File: config.mk
export PLATFORM = sky130hd
export DESIGN_NAME = ball_write_arbiter
export DESIGN_NICKNAME = d
export VERILOG_FILES = /design/src/rtl/ball_write_arbiter_pkg.sv /design/src/rtl/ball_write_arbiter_lock_table.sv /design/src/rtl/ball_write_arbiter.sv
export SDC_FILE = /design/constraint.sdc
export NUM_CORES = 1
export LEC_CHECK = 0
export CORE_ASPECT_RATIO = 0.6
export CORE_MARGIN = 4
export CORE_UTILIZATION = 48
export CTS_CLUSTER_SIZE = 30
export DETAILED_ROUTE_END_ITERATION = 12
export MAX_ROUTING_LAYER = met4
export PLACE_DENSITY = 0.88
export RECOVER_POWER = 25
export SYNTH_ARGS = -nofsm -noshare
export SYNTH_HDL_FRONTEND = slang
export SYNTH_SLANG_ARGS = --single-unit
File: constraint.sdc
create_clock -name clk -period 5.5 [get_ports clk]
set_clock_uncertainty 0.1 [all_clocks]
set_input_delay 1.375 -clock clk [delete_from_list [all_inputs] [get_ports clk]]
set_output_delay 1.375 -clock clk [all_outputs]
set_load 0.02 [all_outputs]
File: src/rtl/ball_write_arbiter_pkg.sv
// Shared constants, types and small index helpers for the ball write arbiter.
package ball_pkg;

    localparam int NUM_BALLS = 16;
    localparam int IDX_W     = 4;
    localparam int VEL_W     = 11;

    typedef enum logic [1:0] {
        IDLE    = 2'd0,
        WRITE_A = 2'd1,
        WRITE_B = 2'd2
    } arb_state_t;

    typedef enum logic [1:0] {
        REQ_CUE  = 2'd0,
        REQ_WALL = 2'd1,
        REQ_PAIR = 2'd2
    } requester_t;

    typedef struct packed {
        logic signed [VEL_W-1:0] x;
        logic signed [VEL_W-1:0] y;
    } vel_vec_t;

    // True when the index addresses an existing ball.
    function automatic logic idx_valid(input logic [IDX_W-1:0] idx);
        return (int'(idx) < NUM_BALLS);
    endfunction

    // One-hot ball strobe; an index past the last ball selects nothing.
    function automatic logic [NUM_BALLS-1:0] ball_onehot(input logic [IDX_W-1:0] idx);
        logic [NUM_BALLS-1:0] v;
        v = '0;
        if (idx_valid(idx)) begin
            v[idx] = 1'b1;
        end else begin
            v = '0;
        end
        return v;
    endfunction

    // Lock bit of a ball; nonexistent balls never count as locked.
    function automatic logic lock_lookup(input logic [NUM_BALLS-1:0] locks,
                                         input logic [IDX_W-1:0]     idx);
        logic hit;
        hit = 1'b0;
        if (idx_valid(idx)) begin
            hit = locks[idx];
        end else begin
            hit = 1'b0;
        end
        return hit;
    endfunction

endpackage

File: src/rtl/ball_write_arbiter_lock_table.sv
// Per-ball "already written this frame" bits with two set ports, a frame
// clear and a two-index lookup.
module ball_lock_table
    import ball_pkg::*;
(
    input  logic                 clk,
    input  logic                 resetN,
    input  logic                 i_set_a,
    input  logic [IDX_W-1:0]     i_set_idx_a,
    input  logic                 i_set_b,
    input  logic [IDX_W-1:0]     i_set_idx_b,
    input  logic                 i_clear_all,
    input  logic [IDX_W-1:0]     i_look_idx_a,
    input  logic [IDX_W-1:0]     i_look_idx_b,
    output logic                 o_locked_a,
    output logic                 o_locked_b,
    output logic [NUM_BALLS-1:0] o_lock_vec
);

    logic [NUM_BALLS-1:0] r_locks;

    // Frame clear wins; otherwise accumulate the balls written this cycle.
    always_ff @(posedge clk or negedge resetN) begin
        if (!resetN) begin
            r_locks <= '0;
        end else if (i_clear_all) begin
            r_locks <= '0;
        end else begin
            r_locks <= r_locks
                     | (ball_onehot(i_set_idx_a) & {NUM_BALLS{i_set_a}})
                     | (ball_onehot(i_set_idx_b) & {NUM_BALLS{i_set_b}});
        end
    end

    assign o_locked_a = lock_lookup(r_locks, i_look_idx_a);
    assign o_locked_b = lock_lookup(r_locks, i_look_idx_b);
    assign o_lock_vec = r_locks;

endmodule

File: src/rtl/ball_write_arbiter.sv
// Arbitrates the shared ball velocity-write port between cue, wall and
// ball-pair requesters and interleaves the frame tick so that a velocity
// write and a position update never share a cycle.
module ball_write_arbiter
    import ball_pkg::*;
(
    input  logic                    clk,
    input  logic                    resetN,
    input  logic                    startOfFrame,
    input  logic [NUM_BALLS-1:0]    ballStopped,
    input  logic                    cueReq,
    input  logic [IDX_W-1:0]        cueBall,
    input  logic signed [VEL_W-1:0] cueVelX,
    input  logic signed [VEL_W-1:0] cueVelY,
    output logic                    cueAck,
    input  logic                    wallReq,
    input  logic [IDX_W-1:0]        wallBall,
    input  logic signed [VEL_W-1:0] wallVelX,
    input  logic signed [VEL_W-1:0] wallVelY,
    output logic                    wallAck,
    input  logic                    pairReq,
    input  logic [IDX_W-1:0]        pairBallA,
    input  logic signed [VEL_W-1:0] pairVelAX,
    input  logic signed [VEL_W-1:0] pairVelAY,
    input  logic [IDX_W-1:0]        pairBallB,
    input  logic signed [VEL_W-1:0] pairVelBX,
    input  logic signed [VEL_W-1:0] pairVelBY,
    output logic                    pairAck,
    output logic [NUM_BALLS-1:0]    velocityWriteEnable,
    output logic signed [VEL_W-1:0] outVelocityX,
    output logic signed [VEL_W-1:0] outVelocityY,
    output logic                    ballFrameTick,
    output logic                    tableIdle
);

    arb_state_t              r_state, w_state_nxt;
    logic                    r_tick_pending, w_tick_pending_nxt;
    requester_t              r_rr_last, w_rr_last_nxt;
    logic [NUM_BALLS-1:0]    r_we, w_we_nxt;
    vel_vec_t                w_vel_nxt;
    logic signed [VEL_W-1:0] r_vel_x, r_vel_y;
    logic                    r_cue_ack, w_cue_ack_nxt;
    logic                    r_wall_ack, w_wall_ack_nxt;
    logic                    r_pair_ack, w_pair_ack_nxt;
    logic                    r_tick, w_tick_nxt;
    logic                    r_table_idle, w_table_idle_nxt;
    logic                    w_clear_locks, w_set_a, w_set_b;
    logic [IDX_W-1:0]        w_set_idx_a, w_set_idx_b;
    logic                    w_pair_a_locked, w_pair_b_locked;
    logic [NUM_BALLS-1:0]    w_lock_vec;
    logic                    w_cue_ok, w_wall_ok, w_pair_ok;

    ball_lock_table u_lock_table (
        .clk          (clk),
        .resetN       (resetN),
        .i_set_a      (w_set_a),
        .i_set_idx_a  (w_set_idx_a),
        .i_set_b      (w_set_b),
        .i_set_idx_b  (w_set_idx_b),
        .i_clear_all  (w_clear_locks),
        .i_look_idx_a (pairBallA),
        .i_look_idx_b (pairBallB),
        .o_locked_a   (w_pair_a_locked),
        .o_locked_b   (w_pair_b_locked),
        .o_lock_vec   (w_lock_vec)
    );

    // A requester whose ack is currently high still shows req this cycle,
    // so it is masked to avoid a second grant of the same transaction.
    assign w_cue_ok  = cueReq && !r_cue_ack && (&ballStopped)
                    && !lock_lookup(w_lock_vec, cueBall);
    assign w_wall_ok = wallReq && !r_wall_ack && !lock_lookup(w_lock_vec, wallBall);
    assign w_pair_ok = pairReq && !r_pair_ack && !w_pair_a_locked && !w_pair_b_locked;

    // Next-state, grant decision and next registered output values.
    always_comb begin
        w_state_nxt        = r_state;
        w_tick_pending_nxt = r_tick_pending;
        w_rr_last_nxt      = r_rr_last;
        w_we_nxt           = '0;
        w_vel_nxt          = '0;
        w_cue_ack_nxt      = 1'b0;
        w_wall_ack_nxt     = 1'b0;
        w_pair_ack_nxt     = 1'b0;
        w_tick_nxt         = 1'b0;
        w_clear_locks      = 1'b0;
        w_set_a            = 1'b0;
        w_set_idx_a        = '0;
        w_set_b            = 1'b0;
        w_set_idx_b        = '0;
        case (r_state)
            IDLE: begin
                if (r_tick_pending || startOfFrame) begin
                    w_tick_nxt         = 1'b1;
                    w_clear_locks      = 1'b1;
                    w_tick_pending_nxt = 1'b0;
                end else if (w_cue_ok) begin
                    w_we_nxt      = ball_onehot(cueBall);
                    w_vel_nxt.x   = cueVelX;
                    w_vel_nxt.y   = cueVelY;
                    w_cue_ack_nxt = 1'b1;
                    w_set_a       = 1'b1;
                    w_set_idx_a   = cueBall;
                end else if (w_wall_ok && (!w_pair_ok || (r_rr_last == REQ_PAIR))) begin
                    w_we_nxt       = ball_onehot(wallBall);
                    w_vel_nxt.x    = wallVelX;
                    w_vel_nxt.y    = wallVelY;
                    w_wall_ack_nxt = 1'b1;
                    w_set_a        = 1'b1;
                    w_set_idx_a    = wallBall;
                    w_rr_last_nxt  = REQ_WALL;
                end else if (w_pair_ok) begin
                    w_we_nxt      = ball_onehot(pairBallA);
                    w_vel_nxt.x   = pairVelAX;
                    w_vel_nxt.y   = pairVelAY;
                    w_set_a       = 1'b1;
                    w_set_idx_a   = pairBallA;
                    w_rr_last_nxt = REQ_PAIR;
                    // A pair naming the same ball twice collapses to the A write.
                    if (pairBallA == pairBallB) begin
                        w_pair_ack_nxt = 1'b1;
                    end else begin
                        w_state_nxt = WRITE_A;
                    end
                end else begin
                    w_state_nxt = IDLE;
                end
            end
            WRITE_A: begin
                w_we_nxt       = ball_onehot(pairBallB);
                w_vel_nxt.x    = pairVelBX;
                w_vel_nxt.y    = pairVelBY;
                w_pair_ack_nxt = 1'b1;
                w_set_b        = 1'b1;
                w_set_idx_b    = pairBallB;
                w_state_nxt    = WRITE_B;
                if (startOfFrame) begin
                    w_tick_pending_nxt = 1'b1;
                end else begin
                    w_tick_pending_nxt = r_tick_pending;
                end
            end
            WRITE_B: begin
                w_state_nxt = IDLE;
                if (startOfFrame) begin
                    w_tick_pending_nxt = 1'b1;
                end else begin
                    w_tick_pending_nxt = r_tick_pending;
                end
            end
            default: begin
                w_state_nxt = IDLE;
            end
        endcase
        w_table_idle_nxt = (&ballStopped) && (w_state_nxt == IDLE) && (w_we_nxt == '0);
    end

    // State, pending tick, round-robin memory and all registered outputs.
    always_ff @(posedge clk or negedge resetN) begin
        if (!resetN) begin
            r_state        <= IDLE;
            r_tick_pending <= 1'b0;
            r_rr_last      <= REQ_WALL;
            r_we           <= '0;
            r_vel_x        <= '0;
            r_vel_y        <= '0;
            r_cue_ack      <= 1'b0;
            r_wall_ack     <= 1'b0;
            r_pair_ack     <= 1'b0;
            r_tick         <= 1'b0;
            r_table_idle   <= 1'b0;
        end else begin
            r_state        <= w_state_nxt;
            r_tick_pending <= w_tick_pending_nxt;
            r_rr_last      <= w_rr_last_nxt;
            r_we           <= w_we_nxt;
            r_vel_x        <= w_vel_nxt.x;
            r_vel_y        <= w_vel_nxt.y;
            r_cue_ack      <= w_cue_ack_nxt;
            r_wall_ack     <= w_wall_ack_nxt;
            r_pair_ack     <= w_pair_ack_nxt;
            r_tick         <= w_tick_nxt;
            r_table_idle   <= w_table_idle_nxt;
        end
    end

    assign velocityWriteEnable = r_we;
    assign outVelocityX        = r_vel_x;
    assign outVelocityY        = r_vel_y;
    assign cueAck              = r_cue_ack;
    assign wallAck             = r_wall_ack;
    assign pairAck             = r_pair_ack;
    assign ballFrameTick       = r_tick;
    assign tableIdle           = r_table_idle;

endmodule

======== Word level (Yosys, flattened, before mapping) ========
Cells that the tools add are included.
storage, ports and cells
  bits in registers ....................... 64
  logic and storage cells ................. 143
  output and inout bits ................... 43
cells by class
  order comparisons ....................... 12
  eq/ne operators ......................... 6
  bitwise operators ....................... 6
  muxes and demuxes ....................... 71
  reductions and logical operators ........ 36
operators by type and width
  kind                                                                                  count
  16-bit two-way mux                                                                    7
  22-bit two-way mux                                                                    4
  22-bit one-hot mux with 2 select lines                                                1
  16-bit AND                                                                            2
  1-bit two-way mux                                                                     32
  16-bit bitwise OR                                                                     2
  16-bit one-hot mux with 2 select lines                                                1
  4-bit by 5-bit less-than comparator with 1-bit output (second input constant)         6
  1-bit demux with 4-bit select                                                         6
  4-bit by 1-bit greater-or-equal comparator with 1-bit output (second input constant)  6
  4-bit two-way mux                                                                     6
  1-bit logical AND                                                                     17
  1-bit binary-select mux with 4-bit select                                             4
  16-bit zero test                                                                      1
  16-bit AND reduction                                                                  1
  2-bit two-way mux                                                                     7
  1-bit zero test                                                                       8
  2-bit equality test (second input constant)                                           2
  4-bit equality test                                                                   1
  2-bit zero test                                                                       2
  1-bit one-hot mux with 2 select lines                                                 2
  2-bit one-hot mux with 2 select lines                                                 1
  4-bit AND reduction                                                                   1
  2-bit nonzero test                                                                    2
  other kinds (7)                                                                       9

======== Logic depth before layout (Yosys ltp) ========
  depth after elaboration ................. 21
  depth in mapped cells ................... 13

======== By module ========
A second synthesis with hierarchy kept.
unflattened totals
  cell total of the unflattened synthesis .. 510
  area total of the unflattened synthesis .. 4548.1 um^2
by module, submodules not included
  module              cells each  area each (um^2)  seq. area each (um^2)  times used
  ball_write_arbiter  428         3559.7            1202.4                 1
  ball_lock_table     82          988.4             400.4                  1

======== Least setup slack after synthesis ========
OpenSTA, ideal clock, no wires.
  kind .................................... input -> register
  start ................................... in pairBallA[1]
  end ..................................... reg u_lock_table.r_locks[10] (netlist: u_lock_table.o_lock_vec[10])
  path slack .............................. 1.231 ns
  stages on the path ...................... 12
  required time ........................... 5.275 ns
  buffers on the path ..................... 3
  data arrival time ....................... 4.044 ns
  setup time .............................. 0.125 ns
  cell sequence ........................... clkbuf_1 > mux4_2 > a22oi_1 > o21ai_1 > or4_1 > buf_2 > and3_1 > clkbuf_1 > a221o_1 > and2_1 > a311oi_1 > nor2_1
on the way
  cells in the longest elaborated chain, start to end .. 21
  elaborated cells on any way between the ends .. 28
  classes of those cells .................. order compare (2); mux (16); bitwise (3); reduce/logical (7)
ends and longest elaborated chain
  what                                       line                                 text
  start, declared                            ball_write_arbiter.sv:22             input logic [IDX_W-1:0] pairBallA,
  1-bit binary-select mux with 4-bit select  ball_write_arbiter_pkg.sv:48         hit = locks[idx];
  1-bit two-way mux (not written as such)    ball_write_arbiter_pkg.sv:48
  1-bit zero test                            ball_write_arbiter.sv:73             assign w_pair_ok = pairReq && !r_pair_ack && !w_pair_a_locked && !w_pair_b_locked;
  1-bit logical AND (2 in a row)             ball_write_arbiter.sv:73
  1-bit zero test                            ball_write_arbiter.sv:104            end else if (w_wall_ok && (!w_pair_ok || (r_rr_last == REQ_PAIR))) begin
  1-bit logical OR                           ball_write_arbiter.sv:104
  1-bit logical AND                          ball_write_arbiter.sv:104
  4-bit two-way mux                          ball_write_arbiter.sv:104
  [4 not listed]                             -
  1-bit logical AND (not written as such)    ball_write_arbiter_pkg.sv:35         v[idx] = 1'b1;
  1-bit two-way mux (not written as such)    ball_write_arbiter_pkg.sv:35
  1-bit demux with 4-bit select              -
  16-bit two-way mux                         ball_write_arbiter_lock_table.sv:26  end else if (i_clear_all) begin
  16-bit AND *                               ball_write_arbiter_lock_table.sv:30  | (ball_onehot(i_set_idx_a) & {NUM_BALLS{i_set_a}})
  16-bit bitwise OR *                        ball_write_arbiter_lock_table.sv:30
  16-bit bitwise OR *                        ball_write_arbiter_lock_table.sv:31  | (ball_onehot(i_set_idx_b) & {NUM_BALLS{i_set_b}});
  16-bit two-way mux *                       ball_write_arbiter_lock_table.sv:26
  end signal, assigned                       ball_write_arbiter_lock_table.sv:29  r_locks <= r_locks
  end, declared                              ball_write_arbiter_lock_table.sv:20  logic [NUM_BALLS-1:0] r_locks;
Mark *: on every way between the ends. The rest lies on a longest branch, timed or not. The select of a mux whose other input is x is not followed.
A chain may end at the register's enable or synchronous reset.

==> summary.txt <==
CTS resizes - 0
Hold path depth - 2
Share of cells above drive strength 1 - 0.103
CP max stage cell - nor2_1
Critical Path RT - 5640 ps
Row count - 26
Nets - 763
Placer Congestion - 1.04
Peak per-stage delay on the critical path - 960 ps
Die Height - 80.4 um
CP delay by family, top - simple AND/OR/NAND/NOR gates
Syn Inst Count - 469
DP Cell Count - 735
Residual DRC - 0
Total number of vias - 4985
Status - finished, violations left
Post-Synthesis Cell Area - 4200 um^2
Pin count of the biggest net entering global routing - 65
Top cell by count, worst path - nand2b_1
# H-tree levels - 3
Postcts setup bufs - 0
Clk_lat worst skew - 340 ps
Headroom to the max-slew limit - -1.31
IO buf count - 168
CTS sink cnt - 64
Reg-to-reg setup timing slack - 1920 ps
R2r worst-path depth - 9
Async SR Flop Fraction - 1.00
Die area - 10400 um^2
Max Fclk - 200 MHz
Final wirelength - 17600 um
Synth Net Count - 598
Hold buffer count at CTS - 0
Tmin final - 5010 ps
Worst Path Arrival - 5150 ps
Initial Util - 0.492
Synth Register Bits - 64
Total CTS buffers - 9
Register area share after synthesis - 0.382
Max clock buf depth - 2
RSZ-0062 raised after global routing - false
Avg WL per Cell - 23.4 um
Post-synth EDFFs - 0
Core footprint - 8520 um^2
Antenna Violating Nets Remaining - 0
Post-place setup slack - 296 ps
Worst path cell trace - clkdlybuf4s50_1, nand2b_1, o311ai_0, nand2b_1, or4_1, buf_4, nand2_1, nor2_1, a222oi_1, o21ai_0
Final worst-path cycle share - 0.911
Yosys cell types - 63
CP bufs+invs - 2
Syn_area_per_cell - 8.95 um^2
GRT Util Overall - 0.347
Post-synth top flop - dfrtp_1
PD cells - 329 nW/um^2
Die width - 129 um
Final setup fails - 0
1st-pass router iterations - 8
Inserted Diodes - 0
Leakage - 2.55 nW
Critical Path End Type - flip-flop
1st-iter DRT viols - 882
Grt ovf - 0
Violated checks - capacitance limit, slew limit
Worst Setup Start Kind - primary input
VDD IR max - 0.173 mV
Max Cap Viol - 1
Initial antenna violation count - 0
Worst Hold Class - flip-flop to flip-flop
Synth warnings - 0
Levels on crit path - 10
Max Slew Vio Count - 65
Setup slack after layout - 490 ps
# IOs - 169
Post-Layout Cell Count - 751
Drt via density - 6.64
CTS tree - done
Vias in the first global route - 4772
Worst-margin pin slew - 3470 ps
Clock root buffer - clkbuf_16
Setup CP Type - primary input to flip-flop
Final hold violations - 0
HPWL after DPL - 13700 um
Top fanout value on the critical path - 16
P&R area growth vs syn - 50.8%
Clk slew on worst S/H paths - 50 ps
Post-Route Setup TNS - 0 ps
First-pass GRT wire length - 26400 um
## worst paths after layout
| path | startpoint | end |
|---|---|---|
| max in group asynchronous | resetN | u_lock_table.o_lock_vec[14] |
| min in group asynchronous | resetN | ballFrameTick |
| min | r_rr_last[0] | r_rr_last[0] |
| max | pairBallA[3] | outVelocityX[1] |
| max reg2reg | u_lock_table.o_lock_vec[10] | outVelocityX[1] |
| min reg2reg | r_rr_last[0] | r_rr_last[0] |
## logic make-up after synthesis
family / count (synthesis) / synth area share
compound gates: 128 / 0.222
xor+xnor: 4 / 0.00835
fa+ha+maj: 3 / 0.00895
buf+inv: 46 / 0.0426
flops: 64 / 0.382
mux: 24 / 0.0862
simple gates: 200 / 0.250
## sequential cells by signal, summed over array words and instances, names as in the netlist
name / cells
wallAck: 1
ballFrameTick: 1
r_state: 2
pairAck: 1
cueAck: 1
outVelocityX: 11
velocityWriteEnable: 16
outVelocityY: 11
r_tick_pending: 1
tableIdle: 1
r_rr_last: 2
u_lock_table.o_lock_vec: 16
## cells in the mapped netlist, types with 3 or more instances
cell | instances | share of area
dfrtp_1 | 63 | 0.38
nand2_1 | 51 | 0.046
nor2_1 | 35 | 0.031
o21ai_0 | 30 | 0.036
clkbuf_1 | 26 | 0.023
a222oi_1 | 21 | 0.050
a21oi_1 | 17 | 0.020
nand3_1 | 14 | 0.017
nand4_1 | 14 | 0.021
nor3_1 | 14 | 0.017
nand2b_1 | 12 | 0.018
inv_1 | 11 | 0.0098
nor4_1 | 11 | 0.016
a31oi_1 | 9 | 0.013
mux4_2 | 9 | 0.048
mux2i_1 | 8 | 0.019
nor2b_1 | 8 | 0.012
and3_1 | 7 | 0.010
mux2_2 | 7 | 0.019
buf_2 | 5 | 0.0060
nor3b_1 | 5 | 0.0089
o211ai_1 | 5 | 0.0089
o31a_1 | 5 | 0.010
or2_2 | 5 | 0.0075
or3_1 | 5 | 0.0075
a311oi_1 | 4 | 0.0083
and2_1 | 4 | 0.0060
o311ai_0 | 4 | 0.0083
xnor2_1 | 4 | 0.0083
a21o_1 | 3 | 0.0054
a221o_1 | 3 | 0.0072
a22oi_1 | 3 | 0.0054
buf_1 | 3 | 0.0027
ha_1 | 3 | 0.0089
nand3b_1 | 3 | 0.0054
nand4b_1 | 3 | 0.0063
## worst register-to-register path: stages (launching register included)
cell and delay, ps:
dfrtp_1 450, mux2_2 300, a311o_1 320, nand4b_1 260, nor2_1 210, buf_4 180, nand2_1 150, nor2_1 960
a222oi_1 270, o21ai_0 280
## final cells by class
class | count | area (um^2)
tap | 112 | 140
multi-input combinational | 359 | 2420
fill | 628 | 2200
sequential | 64 | 1600
clock buffer | 9 | 225
timing repair buffer | 188 | 1820
clock inverter | 7 | 71.3
inverter | 12 | 45.0
## power breakdown
part / internal, mW / switching, mW
registers: 0.567 / 0.0630
logic: 0.370 / 0.516
clock network: 0.350 / 0.216
## per-layer routing
metal  up-vias  GRT usage  part of all wire
li1       2141          -                 -
met1      2378      0.466              0.40
met2       414      0.493              0.43
met3        52      0.134              0.15
met4         0     0.0901             0.026
met5         -          -                 0
## layout by cell type, fill, tap and decap left out, drive strengths merged, types with 9 or more instances in the layout
cell and instances:
clkdlybuf4s50 167, nand4 14, nand3 14, nor4 12, o21ai 32, a222oi 21, a31oi 9, clkbuf 10
nand2b 12, dfrtp 63, buf 20, nor3 14, nor2 35, mux4 9, inv 13, a21oi 17
nand2 51
## through the flow
step	hold WS [ps]	instance area (um^2)	total power, mW	util
3_3_place_gp	373	6030	1.47	0.708
4_1_cts	392	6330	2.07	0.743
3_5_place_dp	383	6030	1.49	0.708
2_1_floorplan	347	4200	1.09	-
6_report	402	6330	2.08	0.742
5_1_grt	426	6330	2.18	0.742
(Power assumes the default switching activity.)
